[src/rtl/dfp_line_adapter.sv]
// dfp_line_adapter: completes one 256-bit dfp line read/write as a 4-beat 64-bit bmem burst
// Ports:
//   clk, rst                       clock, asynchronous active-low reset
//   dfp_addr/read/write/wdata      line request from the cache (levels, held until dfp_resp)
//   dfp_rdata, dfp_resp            assembled read line and one-cycle completion pulse
//   bmem_addr/read/write/wdata     burst command, write beats (registered)
//   bmem_ready                     memory accepts command or write beat
//   bmem_raddr/rdata/rvalid        returning read beats, tagged with their line address
module dfp_line_adapter #(
    parameter int LINE_BITS = 256,
    parameter int BEAT_BITS = 64
) (
    input  logic                 clk,
    input  logic                 rst,
    input  logic [31:0]          dfp_addr,
    input  logic                 dfp_read,
    input  logic                 dfp_write,
    input  logic [LINE_BITS-1:0] dfp_wdata,
    output logic [LINE_BITS-1:0] dfp_rdata,
    output logic                 dfp_resp,
    output logic [31:0]          bmem_addr,
    output logic                 bmem_read,
    output logic                 bmem_write,
    output logic [BEAT_BITS-1:0] bmem_wdata,
    input  logic                 bmem_ready,
    input  logic [31:0]          bmem_raddr,
    input  logic [BEAT_BITS-1:0] bmem_rdata,
    input  logic                 bmem_rvalid
);
    localparam int BEATS = LINE_BITS / BEAT_BITS;
    localparam int CW = $clog2(BEATS);

    typedef enum logic [2:0] {IDLE, RD_REQ, RD_WAIT, WR_BURST, RESP} state_t;

    state_t               state, next;
    logic [CW-1:0]        cnt;
    logic [LINE_BITS-1:0] line;
    logic                 hit, last, adv, accept;
    logic                 read_d, write_d, resp_d;
    logic                 unused_addr;

    // bmem_addr doubles as the latched line address, so beats are matched against it
    assign unused_addr = &{1'b0, dfp_addr[4:0]};
    assign hit    = bmem_rvalid && bmem_raddr == bmem_addr;
    assign last   = cnt == CW'(BEATS - 1);
    assign accept = state == IDLE && (dfp_read || dfp_write);
    assign adv    = (state == RD_WAIT && hit) || (state == WR_BURST && bmem_ready);

    always_comb begin
        next = state;
        case (state)
            IDLE:     next = dfp_read ? RD_REQ : dfp_write ? WR_BURST : IDLE;
            RD_REQ:   next = bmem_ready ? RD_WAIT : RD_REQ;
            RD_WAIT:  next = hit && last ? RESP : RD_WAIT;
            WR_BURST: next = bmem_ready && last ? RESP : WR_BURST;
            default:  next = IDLE;
        endcase
    end

    // Outputs are registered, so they are decoded from the state being entered
    always_comb begin
        read_d  = next == RD_REQ;
        write_d = next == WR_BURST;
        resp_d  = next == RESP;
    end

    always_ff @(posedge clk or negedge rst) begin
        if (!rst) begin
            state      <= IDLE;
            cnt        <= '0;
            line       <= '0;
            dfp_rdata  <= '0;
            dfp_resp   <= 1'b0;
            bmem_addr  <= '0;
            bmem_read  <= 1'b0;
            bmem_write <= 1'b0;
            bmem_wdata <= '0;
        end else begin
            state      <= next;
            bmem_read  <= read_d;
            bmem_write <= write_d;
            dfp_resp   <= resp_d;
            if (accept) begin
                bmem_addr  <= {dfp_addr[31:5], 5'b0};
                line       <= dfp_wdata;
                bmem_wdata <= dfp_wdata[BEAT_BITS-1:0];
                cnt        <= '0;
            end
            if (adv)
                cnt <= cnt + CW'(1);
            if (state == RD_WAIT && hit)
                line[BEAT_BITS*int'(cnt) +: BEAT_BITS] <= bmem_rdata;
            if (state == RD_WAIT && hit && last)
                dfp_rdata <= {bmem_rdata, line[LINE_BITS-BEAT_BITS-1:0]};
            if (state == WR_BURST && bmem_ready && !last)
                bmem_wdata <= line[BEAT_BITS*(int'(cnt)+1) +: BEAT_BITS];
        end
    end
endmodule

[config.mk]
export PLATFORM = sky130hd
export DESIGN_NAME = dfp_line_adapter
export DESIGN_NICKNAME = d
export VERILOG_FILES = /design/src/rtl/dfp_line_adapter.sv
export SDC_FILE = /design/constraint.sdc
export NUM_CORES = 1
export LEC_CHECK = 0
export CAP_MARGIN = 5
export CORE_AREA = 2 2 288 290
export DETAILED_ROUTE_END_ITERATION = 16
export DIE_AREA = 0 0 290 292
export PLACE_DENSITY = 0.61
export SYNTH_ARGS = -nofsm -noshare
export SYNTH_HDL_FRONTEND = slang
export SYNTH_SLANG_ARGS = --single-unit
export TNS_END_PERCENT = 20
[constraint.sdc]
create_clock -name clk -period 8.1 [get_ports clk]
set_input_delay 1.62 -clock clk [delete_from_list [all_inputs] [get_ports clk]]
set_output_delay 1.62 -clock clk [all_outputs]
set_load 0.02 [all_outputs]
==> results.yml, run 1 <==
job:
  drv_cap: 0
drt:
  drt_pass1_iterations: 5
  vias_per_cell: 5.19
  drc: 0
  routedWlPerCell_um: 24.4
  finalWirelength_mm: 105
  routed-via-count: 22400
  drtIter0Drc: 1739
  ant_nets: 0
finish:
  fillCellCount: 7627
  drive_gt1_share_pct: 6.33
  final_cell_area_um2: 37800
  seq_area_um2: 15300
  multi_input_area_um2: 11000
  nets: 3564
  areaGrowthSynthToFinish_pct: 39.1
timing:
  setup_viol: 0
  rsz0062_at_grt: "false"
  tns_ns: 0
  hold_viol: 0
  min_period_ns: 4.53
  fin_crit_sh_pct: 55.9
  drv_slew: 0
  max_freq_mhz: 221
  layout_setup_ws_ns: 3.57
  maxSlewHeadroom_pct: 23.8
  worst-slew-pin-transition_ns: 1.14
  clock_skew_ns: 0.0347
clock_network:
  clock-sinks: 611
  htree_num_levels: 3
  postCtsSetupRepairBufs: 0
  cts-root-buf: "clkbuf_16"
  clk_path_buf_depth: 3
  insertion_delay_ns: 0.62
  post_cts_resized: 0
  clkSlewWorstSetupHoldPaths_ns: 0.06
  cts_tree: "yes"
  hold_buffers: 0
  cts_buffers: 72
synth:
  yosysSeqAreaShare_pct: 56.3
  synthCells: 2521
  yosysTopAreaCell: "dfrtp_1"
  synth_edf_count: 0
  syn_area_um2: 27200
  yosysMostFrequentCell: "dfrtp_1"
  synthArstFlopShare_pct: 100
  synth_cell_types: 40
  ys_top_cells_by_area: "dfrtp_1, mux2_1, nand2_1"
  yosys_most_used_dff: "dfrtp_1"
  synth_area_per_cell_um2: 10.8
  synth-seq-cells: 611
  synth_common_cells: "dfrtp_1, nand2_1, a21oi_1"
  yosysWarnings: 0
  yosysTopAreaCellShare_pct: 56.3
floorplanning:
  num_rows: 105
  dieArea_um2: 84700
  core_area_um2: 81600
  num_io_pins: 745
  start_util_pct: 33.3
  die_y_um: 292
  fp.dieW_um: 290
pwr:
  finalPower_uw: 12200
  p_leak_uw: 0.0174
  vdd_drop_max_mv: 0.255
  p_per_area_nw_per_um2: 324
run_status:
  status: "completed"
setup_path:
  endpoint_kind: "flip-flop"
  arrival_ns: 5.01
  cp.required_ns: 8.58
  cp-start-kind: "input pin"
  criticalPathCategory: "in -> reg"
  worst-path-max-fanout: 75
placed_design:
  portBuffers: 734
  place.gp.congestion: 0.891
  place_area_um2: 35300
  place.detailed.hpwl_mm: 69.5
  place_ws_ns: 3.00
global_routing:
  grt_pass1_wl_mm: 154
  grt_overflow: 0
  grt_max_degree: 160
  grtUsageTotal_pct: 24.3
  grt_antenna_before_repair: 19
  grt_pass1_vias: 22200
min_path:
  hold_path.class: "reg -> reg"
==> through the flow <==
step | util [%] | hold slack [ns] | cells
global route | 46.3 | 0.493 | 4311
floorplan | - | 0.458 | 2525
global placement | 43.3 | 0.466 | 4165
finish | 46.3 | 0.484 | 4311
CTS | 46.3 | 0.486 | 4295
detailed placement | 43.3 | 0.471 | 4165
==> path summary, 6_finish.rpt <==
path / start / to / slack [ns] / depth (start not counted)
setup / recovery: bmem_raddr[7] / dfp_rdata[104]$_DFFE_PN0P_ / 3.57 / 8
min in group asynchronous: rst / dfp_rdata[187]$_DFFE_PN0P_ / 1.02 / 1
max in group asynchronous: rst / line[139]$_DFF_PN0_ / 5.27 / 3
hold / removal: line[32]$_DFF_PN0_ / dfp_rdata[32]$_DFFE_PN0P_ / 0.48 / 1
setup reg to reg: cnt[0]$_DFFE_PN0P_ / line[38]$_DFF_PN0_ / 4.39 / 7
hold reg to reg: line[32]$_DFF_PN0_ / dfp_rdata[32]$_DFFE_PN0P_ / 0.48 / 1
==> metal layers <==
| layer | up-vias | GRT usage, % | share of wire, % |
|---|---|---|---|
| li1 | 10100 | - | - |
| met1 | 11200 | 31.0 | 41 |
| met2 | 873 | 39.5 | 48 |
| met3 | 158 | 5.74 | 7.4 |
| met4 | 4 | 10.1 | 3.1 |
| met5 | - | 0 | 0.022 |
==> critical path, cell delays in order <==
cell and delay, ns:
clkdlybuf4s50_1 0.56, xnor2_1 0.19, nand2_1 0.25, nor4_4 0.12, nand4_4 0.11, buf_4 0.74, buf_4 0.87, mux2_1 0.40
==> logic make-up (layout without fill, tap and decap cells) <==
group                    count (synthesis)  in the layout  share of synthesized area (%)
AO/OA/AOI/OAI                          521            521                           11.2
XOR/XNOR                                23             23                          0.742
adder cells (fa/ha/maj)                  5              5                          0.230
buffers and inverters                  208            908                           3.63
flip-flops                             611            611                           56.3
multiplexers                           450            450                           17.8
other                                    1             21                         0.0138
AND/OR/NAND/NOR                        702            702                           10.2
==> power by group <==
part	total [µW]	switching [µW]	internal (µW)
registers	4660	728	3930
clock network	3360	1380	1990
logic	4210	2530	1680
==> area by class of cell <==
class                   count  area share (%)
diodes                     16           0.106
clock inverters            22           0.682
well taps                1070            3.54
clock buffers             108            5.82
multi-input cells        1706            29.0
inverters                   5          0.0497
flip-flops and latches    611            40.5
repair buffers            773            20.3
==> placed cells by master, fill, tap and decap left out, types with 5 or more instances in the layout <==
cell	netlist	layout
clkbuf_1	144	13
clkinv_2	0	10
mux2_2	31	31
nand2_1	598	598
nand4_1	7	7
a21oi_1	257	257
clkdlybuf4s50_1	0	733
dfrtp_1	611	609
o211ai_1	64	64
inv_1	5	5
xnor2_1	23	23
clkbuf_8	0	20
ha_1	5	5
nor2_1	70	69
diode_2	0	16
a31oi_1	193	193
buf_4	10	36
clkbuf_16	0	75
mux2_1	226	226
mux2i_1	193	193
conb_1	1	5
==> flip-flops by register name, summed over array words and instances (netlist names) <==
register	count
dfp_rdata	256
line	256
cnt	2
state	3
bmem_addr	27
bmem_write	1
dfp_resp	1
bmem_wdata	64
bmem_read	1
Note: power is estimated with default switching activity, not from simulation.
==> run 2: changes to the inputs <==
- clock period: 8.1 -> 4.48 ns (I/O delays scaled with it)
==> run 2 against run 1 <==
Hold slack got worse by 0.11 ns. Worst setup slack got worse by 2.5 ns. Cell area increased by 0.60%. Register-to-register slack got worse by 3.1 ns. Sequential power increased by 81%. Critical path type unchanged. Die area unchanged. Wire length about the same. Largest power group unchanged. First-iteration DRC count increased by 2.9%. Count of clock-buffer cells in the layout decreased by 3. Global-route usage about the same. Sequential share of layout area decreased by 0.24 points. Flip-flop and latch count unchanged.
==> results.yml, run 2 (synthesis results as in run 1) <==
timing:
  setup_viol: 0
  worst-slew-pin-transition_ns: 1.16
  fin_hold_ws_ns: 0.370
  min_period_ns: 3.36
  max_freq_mhz: 298
  maxSlewHeadroom_pct: 22.6
  tns_ns: 0
  rsz0062_at_grt: "false"
  clock_skew_ns: 0.0321
  drv_slew: 0
  hold_viol: 0
  fin_crit_sh_pct: 75.0
setup_path:
  critPathSlowestCell: "nor4_4"
  worst-path-max-fanout: 79
  reg2reg_to: "bmem_wdata[42]$_DFFE_PN0P_"
  r2r_setup_slack_ns: 1.30
  endpoint_kind: "flip-flop"
  cpPeakStageDelay_ns: 0.47
  arrival_ns: 3.84
  r2r_start: "cnt[0]$_DFFE_PN0P_"
  cp-start-kind: "input pin"
  path_cells: "clkdlybuf4s50_1 > xnor2_1 > nand2_1 > nor4_4 > nand4_4 > buf_12 > buf_4 > mux2_1"
  cp.required_ns: 4.96
  criticalPathCategory: "in -> reg"
  r2r_cells: 5
clock_network:
  clk_path_buf_depth: 3
  clock-sinks: 611
  hold_buffers: 0
  cts_tree: "yes"
  htree_num_levels: 3
  post_cts_resized: 0
  insertion_delay_ns: 0.62
  postCtsSetupRepairBufs: 0
  cts_buffers: 73
  cts-root-buf: "clkbuf_16"
  clkSlewWorstSetupHoldPaths_ns: 0.06
floorplanning:
  fp.dieW_um: 290
  die_y_um: 292
  num_io_pins: 745
  start_util_pct: 33.3
  dieArea_um2: 84700
  core_area_um2: 81600
  num_rows: 105
pwr:
  p_leak_uw: 0.0175
  finalPower_uw: 22200
  p_per_area_nw_per_um2: 585
  vdd_drop_max_mv: 0.408
drt:
  ant_nets: 0
  routed-via-count: 22500
  finalWirelength_mm: 105
  routedWlPerCell_um: 24.4
  vias_per_cell: 5.22
  drtIter0Drc: 1789
  drt_pass1_iterations: 6
  drc: 0
placed_design:
  portBuffers: 734
  place.detailed.hpwl_mm: 70.2
  dp_cells: 4173
  place.gp.congestion: 0.882
finish:
  seq_area_um2: 15300
  nets: 3573
  areaGrowthSynthToFinish_pct: 40.0
  most-common-layout-cells: "clkdlybuf4s50_1, dfrtp_1, nand2_1"
  final_common_cell: "clkdlybuf4s50_1"
  finalNonFillerCells: 4309
  fillCellCount: 7530
  drive_gt1_share_pct: 6.46
  largest_registers: "dfp_rdata: 256 flops, line: 256 flops, bmem_wdata: 64 flops"
  utilization_pct: 46.6
  multi_input_area_um2: 11000
global_routing:
  grt_pass1_vias: 22300
  grt_overflow: 0
  grt_max_degree: 151
  grt_antenna_before_repair: 9
  grtUsageTotal_pct: 24.3
  grt_pass1_wl_mm: 155
run_status:
  status: "completed"
job:
  drv_cap: 0
min_path:
  hold_path.class: "in -> async"
-- run 2: worst max-delay path, delay by kind of cell --
family | cells | cell delay [ns]
buffers and inverters | 3 | 1.06
multiplexers | 1 | 0.37
AND/OR/NAND/NOR | 3 | 0.90
XOR/XNOR | 1 | 0.42
-- run 2: metrics by stage --
stage	cell area (µm²)	setup WS, ns
after global routing	38000	1.04
after detailed placement	35500	0.678
after floorplan	27200	1.51
after global placement	35500	0.726
final	38000	1.12
after CTS	38000	1.27
-- run 2: layer usage --
metal	routed length [µm]	GRT usage, %
met4	3020	7.48
met5	43	0
met3	7600	5.31
met2	51600	40.7
met1	42800	31.3
-- run 2: final cells by class --
class                      count  share of cell area (%)
clock inverter                25                   0.882
antenna                        6                  0.0395
multi-input combinational   1706                    28.8
clock buffer                 105                    5.63
tap                         1070                    3.52
sequential                   611                    40.2
inverter                       5                  0.0494
timing repair buffer         781                    20.8
-- run 2: worst max path at each step --
stage	from	endpoint
after floorplan	cnt[1]$_DFFE_PN0P_	line[199]$_DFF_PN0_
after detailed placement	bmem_raddr[22]	dfp_rdata[153]$_DFFE_PN0P_
final	bmem_raddr[21]	dfp_rdata[88]$_DFFE_PN0P_
after CTS	cnt[0]$_DFFE_PN0P_	bmem_wdata[34]$_DFFE_PN0P_
after global routing	bmem_raddr[9]	dfp_rdata[157]$_DFFE_PN0P_
after global placement	bmem_raddr[26]	line[194]$_DFF_PN0_
-- run 2: power by group --
part	internal, µW	total (µW)	switching [µW]
combinational	3080	7660	4580
clock	3680	6150	2460
sequential	7110	8420	1310
total	13900	22200	8350
